### src/rtl/epbuf_pkg.sv
// rtl/epbuf_pkg.sv - shared constants for the EP-buffer two-port arbiter
//
// Purpose: FSM state encodings and port index constants used by
//          epbuf_arbiter and arb_rr2.
// Ports:   none (package)

package epbuf_pkg;

    // FSM state encodings
    localparam logic [1:0] ST_IDLE   = 2'd0;
    localparam logic [1:0] ST_ACCESS = 2'd1;
    localparam logic [1:0] ST_ACK    = 2'd2;

    // Port indices: port 0 is the CPU bus, port 1 the E1 data mover
    localparam logic PORT_CPU = 1'b0;
    localparam logic PORT_DMA = 1'b1;

endpackage : epbuf_pkg

### src/rtl/epbuf_arbiter_arb_rr2.sv
// rtl/epbuf_arbiter_arb_rr2.sv - two-requester round-robin picker
//
// Purpose: combinationally selects one of two requesters. A lone requester
//          always wins; on a tie the requester named by prio wins.
// Ports:
//   req   in  2  request vector, bit i = port i requesting
//   prio  in  1  port preferred on a tie
//   grant out 1  index of the winning port (PORT_CPU when nobody requests)

module arb_rr2
    import epbuf_pkg::*;
(
    input  logic [1:0] req,
    input  logic       prio,
    output logic       grant
);

    always_comb begin
        grant = PORT_CPU;
        case (req)
            2'b01:   grant = PORT_CPU;
            2'b10:   grant = PORT_DMA;
            2'b11:   grant = prio;
            default: grant = PORT_CPU;
        endcase
    end

endmodule : arb_rr2

### src/rtl/epbuf_arbiter.sv
// rtl/epbuf_arbiter.sv - round-robin share of one EP-buffer port between two Wishbone slaves
//
// Purpose: arbitrates single-word transfers from m0 (CPU) and m1 (E1 data
//          mover) onto the USB endpoint buffer. Each transfer is sequenced
//          IDLE (grant) -> ACCESS (EP strobe) -> ACK (one-cycle ack).
// Ports:
//   clk, rst_n                 clock, synchronous active-low reset
//   m0_* / m1_*                Wishbone classic slave ports: addr, wdata, we,
//                              cyc in; rdata, ack out
//   ep_tx_addr_0/data_0/we_0   EP buffer write port
//   ep_rx_addr_0/re_0          EP buffer read address / enable
//   ep_rx_data_1               EP read data, one cycle after address

module epbuf_arbiter
    import epbuf_pkg::*;
#(
    parameter int AW = 9,
    parameter int DW = 32
) (
    input  logic          clk,
    input  logic          rst_n,

    input  logic [AW-1:0] m0_addr,
    output logic [DW-1:0] m0_rdata,
    input  logic [DW-1:0] m0_wdata,
    input  logic          m0_we,
    input  logic          m0_cyc,
    output logic          m0_ack,

    input  logic [AW-1:0] m1_addr,
    output logic [DW-1:0] m1_rdata,
    input  logic [DW-1:0] m1_wdata,
    input  logic          m1_we,
    input  logic          m1_cyc,
    output logic          m1_ack,

    output logic [AW-1:0] ep_tx_addr_0,
    output logic [DW-1:0] ep_tx_data_0,
    output logic          ep_tx_we_0,
    output logic [AW-1:0] ep_rx_addr_0,
    input  logic [DW-1:0] ep_rx_data_1,
    output logic          ep_rx_re_0
);

    logic [1:0]    state;
    logic          sel;
    logic          prio;
    logic          grant;

    logic          cyc_sel;
    logic          we_sel;
    logic [AW-1:0] addr_sel;
    logic [DW-1:0] wdata_sel;

    logic          in_access;
    logic          in_ack;

    arb_rr2 u_arb (
        .req   ({m1_cyc, m0_cyc}),
        .prio  (prio),
        .grant (grant)
    );

    // Selected-master mux; only sel matters, so the non-selected master's
    // inputs are invisible until the FSM is back in IDLE.
    always_comb begin
        cyc_sel   = m0_cyc;
        we_sel    = m0_we;
        addr_sel  = m0_addr;
        wdata_sel = m0_wdata;
        if (sel == PORT_DMA) begin
            cyc_sel   = m1_cyc;
            we_sel    = m1_we;
            addr_sel  = m1_addr;
            wdata_sel = m1_wdata;
        end
    end

    always_ff @(posedge clk) begin
        if (!rst_n) begin
            state <= ST_IDLE;
            sel   <= PORT_CPU;
            prio  <= PORT_CPU;
        end else begin
            case (state)
                ST_IDLE: begin
                    if (m0_cyc || m1_cyc) begin
                        sel   <= grant;
                        state <= ST_ACCESS;
                    end
                end
                ST_ACCESS: begin
                    // A master that dropped cyc here aborts: no strobe, no ack,
                    // and prio stays put since nothing was served.
                    state <= cyc_sel ? ST_ACK : ST_IDLE;
                end
                ST_ACK: begin
                    prio  <= ~sel;
                    state <= ST_IDLE;
                end
                default: begin
                    state <= ST_IDLE;
                end
            endcase
        end
    end

    assign in_access = (state == ST_ACCESS);
    assign in_ack    = (state == ST_ACK);

    assign ep_tx_addr_0 = addr_sel;
    assign ep_rx_addr_0 = addr_sel;
    assign ep_tx_data_0 = wdata_sel;

    // we_sel and ~we_sel keep the two strobes mutually exclusive.
    assign ep_tx_we_0 = in_access & cyc_sel &  we_sel;
    assign ep_rx_re_0 = in_access & cyc_sel & ~we_sel;

    // The EP read data arrives in ACK, one cycle after the ACCESS address.
    assign m0_rdata = ep_rx_data_1;
    assign m1_rdata = ep_rx_data_1;

    assign m0_ack = in_ack & (sel == PORT_CPU);
    assign m1_ack = in_ack & (sel == PORT_DMA);

endmodule : epbuf_arbiter
### config.mk
export PLATFORM = sky130hd
export DESIGN_NAME = epbuf_arbiter
export DESIGN_NICKNAME = d
export VERILOG_FILES = /design/src/rtl/epbuf_pkg.sv /design/src/rtl/epbuf_arbiter_arb_rr2.sv /design/src/rtl/epbuf_arbiter.sv
export SDC_FILE = /design/constraint.sdc
export NUM_CORES = 1
export LEC_CHECK = 0
export BUFFER_PORTS_ARGS = -buffer_cell sky130_fd_sc_hd__buf_2
export CAP_MARGIN = 20
export CORE_AREA = 4 4 90 92
export DETAILED_ROUTE_END_ITERATION = 8
export DIE_AREA = 0 0 94 96
export HOLD_SLACK_MARGIN = 0.1
export PLACE_DENSITY = 0.67
export SYNTH_ARGS = -nofsm -noshare
export SYNTH_HDL_FRONTEND = slang
export SYNTH_SLANG_ARGS = --single-unit
### constraint.sdc
create_clock -name clk -period 2.47 [get_ports clk]
set_input_delay 0 -clock clk [delete_from_list [all_inputs] [get_ports clk]]
set_output_delay 0 -clock clk [all_outputs]
set_load 0.02 [all_outputs]
Word-level counts from Yosys, hierarchy flattened
Index checks and enable logic that the tools add are counted.
{ "totals": {"reg_bits": 4, "out_inout_bits": 118, "elab_cells": 26} }
{ "classes": {"eq_ne": 5, "muxes": 8, "bitwise_logic": 7, "n_reduce_logical": 3} }
{ "op_table": {"columns": ["op", "count"], "rows": [
  ["two-way mux 32 bit", 1],
  ["two-way mux 9 bit", 1],
  ["equality test 2 bit (second input constant)", 3],
  ["AND 1 bit", 5],
  ["two-way mux 2 bit", 2],
  ["case mux 2 bit (2 select lines)", 1],
  ["equality test 2 x 1 -> 1 bit (second input constant)", 1],
  ["logical NOT 2 bit", 1],
  ["two-way mux 1 bit", 2],
  ["!= test 2 bit (second input constant)", 1],
  ["NOT 1 bit", 2],
  ["case mux 1 bit (2 select lines)", 1],
  ["AND reduction 2 bit", 1],
  ["logical OR 1 bit", 1]
]} }

Longest topological paths before layout
{ "depth": {"word_depth": 3, "mapped_depth": 4, "ltp_nobuf": 2} }

Modules after synthesis
A second synthesis with hierarchy kept.
{ "unflattened": {"hier_cells": 144, "area_unflattened_um2": 1280.0} }
{ "modules_own_cells": {"columns": ["module", "n_inst", "cells_each", "area_per_inst_um2"], "rows": [
  ["epbuf_arbiter", 1, 142, 1268.7],
  ["arb_rr2", 1, 2, 11.3]
]} }

Worst setup path before layout
No wires, ideal clock.
{ "synth_path": {"path_kind": "reg-to-output", "from": "register sel", "to": "output ep_rx_re_0", "arrival_time_ns": 1.198, "required_time_ns": 2.470, "slack_ns": 1.272, "stages_incl_launch_ff": 4, "n_path_buf": 1, "cell_sequence": "dfxtp_1 > buf_6 > mux2i_1 > nor3b_1"} }
{ "synth_between": {"elab_chain_cells": 3, "elab_cells_between_ends": 5, "classes_between": "2 x mux; 3 x bitwise"} }
{ "synth_lines": {"columns": ["element", "line", "source"], "rows": [
  ["start: declaration", "epbuf_arbiter.sv:46", "logic sel;"],
  ["start signal: assignment", "epbuf_arbiter.sv:88", "sel <= grant;"],
  ["two-way mux 1 bit", "epbuf_arbiter.sv:71", "if (sel == PORT_DMA) begin"],
  ["AND 1 bit / NOT 1 bit (equally long branches)", "epbuf_arbiter.sv:117", "assign ep_rx_re_0 = in_access & cyc_sel & ~we_sel;"],
  ["AND 1 bit (*)", "epbuf_arbiter.sv:117", null],
  ["end: declaration", "epbuf_arbiter.sv:42", "output logic ep_rx_re_0"]
]} }
Mark *: on every way between the ends. The rest lies on a longest branch, timed or not.

Worst setup path in the final report
Same ends and word-level chain as after synthesis.

==> results_dict.tcl <==
set metrics [dict create \
    status "finished clean" \
    hold_path.class "primary input to register" \
    synthXorXnorAreaFrac_pct 0 \
    vias_per_cell 3.78 \
    endpoint_kind "output port" \
    fin_nets 366 \
    clk_latency_ns 0.22 \
    cts_buffers 3 \
    grt_max_degree 30 \
    ant_nets 0 \
    dpl_cell_area_mm2 0.00153 \
    die_h_um 96 \
    dieArea_mm2 0.00902 \
    gp_routability_congestion 0.700 \
    vdd_drop_max_v 0.000377 \
    fp.dieW_um 94 \
    max_cap_viol_count 0 \
    first_pass_iters 4 \
    syn_to_final_growth_pct 48.8 \
    num_vias 1298 \
    leakagePower_nw 0.966 \
    fill_cells 787 \
    start_util_pct 17.8 \
    relSlewSlack_pct 70.9 \
    fin_crit_ns 1.68 \
    placementRows 31 \
    rsz0062_at_grt "no" \
    overflow 0 \
    crit_type "register to output port" \
    dr.first_iter.drc_count 18 \
    final_area_mm2 0.00192 \
    n_antenna_cell 0 \
    cts_resized 0 \
    finalClockSkew_ns 0.00248 \
    syn-cell-area_mm2 0.00129 \
    cts_sinks 4 \
    setup-tns-final_ns 0 \
    hold_viol_final 0 \
    yosys.area_share.adder_pct 0 \
    port_buffers 141 \
    maxSlewViolCount 0 \
    power_density_mw_per_mm2 364 \
    antenna_found_initial 1 \
    core_area_mm2 0.00721 \
    ys_ff_latch 4 \
    clkTransAtPathRegs_ns 0.03 \
    layout_common_cells "141 x buf_2, 41 x mux2_2, 34 x dlygate4sd3_1" \
    place_ws_ns 1.00 \
    grt_usage_pct 7.71 \
    clockRootBuffer "clkbuf_8" \
    clk_path_buf_depth 2 \
    cp.arrival_ns 1.68 \
    syn_nets 263 \
    synth-seq-area-share_pct 6.22 \
    crit_fanout 29 \
    final_common_cell "buf_2" \
    fmax_ghz 0.596 \
    netlist_instances 143 \
    htreeDepth 1 \
    period_share_pct 68.0 \
    synth_warnings 0 \
    fin_ws_ns 0.791 \
    cts_tree "built" \
    cp.required_ns 2.47 \
    setup_viol 0 \
    ys_types 18 \
    wirelength_mm 4.24 \
    grt_pass1_vias 1243 \
    worstMarginPinSlew_ns 0.435 \
    cts_setup_buffers 0 \
    drc 0 \
    synth_compound_area_share_pct 2.62 \
    synth_top_family_by_area "buffers and inverters" \
    io_pins 238 \
    synth.avg_cell_area_um2 9.00 \
    cp-start-kind "register" \
    dp_hpwl_mm 3.26 \
    fin_util_pct 26.6 \
    drive_above_1_share_pct 77.9 \
    avgRoutedWirePerCell_um 12.4 \
    synth_mux_area_share_pct 37.4 \
    grt_pass1_wl_mm 5.59 \
    synthSimpleGateAreaFrac_pct 5.93 \
]
[cells by family after synthesis]
logic type / after synthesis
buffers and inverters: 81
AO/OA/AOI/OAI: 3
flip-flops: 4
AND/OR/NAND/NOR: 12
multiplexers: 43
[timing repair]
item                                    in CTS  in global routing
endpoints found under the hold margin       68                  0
hold buffers                                34                  0
endpoints found under the setup margin       0                  0
[worst paths after layout]
check                           startpoint          to  slack (ns)  depth (start not counted)
worst min register to register        prio        prio        0.46                          2
worst max-delay path                   sel  ep_rx_re_0        0.79                          4
worst min-delay path                m0_cyc    state[0]        0.13                          3
worst max register to register         sel    state[1]        1.14                          3
[worst max-delay path: stages, from the launching register on]
cell and delay [ns]:
dfxtp_2 0.59, buf_12 0.26, mux2i_1 0.23, nor3b_1 0.18, buf_2 0.19
[metal layers]
layer	vias up	wire length [µm]	part of all wire (%)	track usage, %
met5	-	13	0.31	0
met4	2	30	0.71	1.93
met3	7	604	14	2.50
met2	112	2210	52	14.9
met1	568	1380	33	7.98
li1	609	-	-	-
[cell type report]
type / count / area (µm²) / area share (%)
well taps: 99 / 124 / 6.47
multi-input cells: 58 / 592 / 30.9
repair buffers: 176 / 1070 / 55.6
clock buffers: 3 / 41.3 / 2.16
flip-flops and latches: 4 / 81.3 / 4.25
inverters: 3 / 11.3 / 0.588
[synthesized netlist by cell type]
library cell   n  area [µm²]
buf_4         73         548
mux2_2        41         462
buf_6          5        56.3
dfxtp_1        4        80.1
inv_1          3        11.3
nor3_1         3        15.0
mux2i_1        2        20.0
nor3b_1        2        15.0
a211oi_2       1        12.5
and3b_2        1        10.0
nand2_1        1        3.75
nand2b_1       1        6.26
nor2_1         1        3.75
nor2b_1        1        6.26
o21ai_0        1        5.00
o32ai_2        1        16.3
or2b_1         1        7.51
or3b_1         1        8.76
[sequential cells by signal, summed over array words and instances (netlist names)]
name and cells:
state 2, prio 1, sel 1
[through the flow]
| step | std cells | total power, mW | hold WS (ns) |
|---|---|---|---|
| 3_5_place_dp | 306 | 0.439 | 0.000200 |
| 2_1_floorplan | 143 | 0.466 | 0.113 |
| 6_report | 343 | 0.697 | 0.132 |
| 5_1_grt | 343 | 0.739 | 0.178 |
| 3_3_place_gp | 306 | 0.434 | 0.000200 |
| 4_1_cts | 343 | 0.704 | 0.139 |
[where the power goes]
part	switching [mW]	internal, mW	total (mW)
Sequential	0.0115	0.0695	0.0810
Clock	0.0334	0.104	0.137
Combinational	0.272	0.207	0.478
Note: power is estimated with default switching activity, not from simulation.
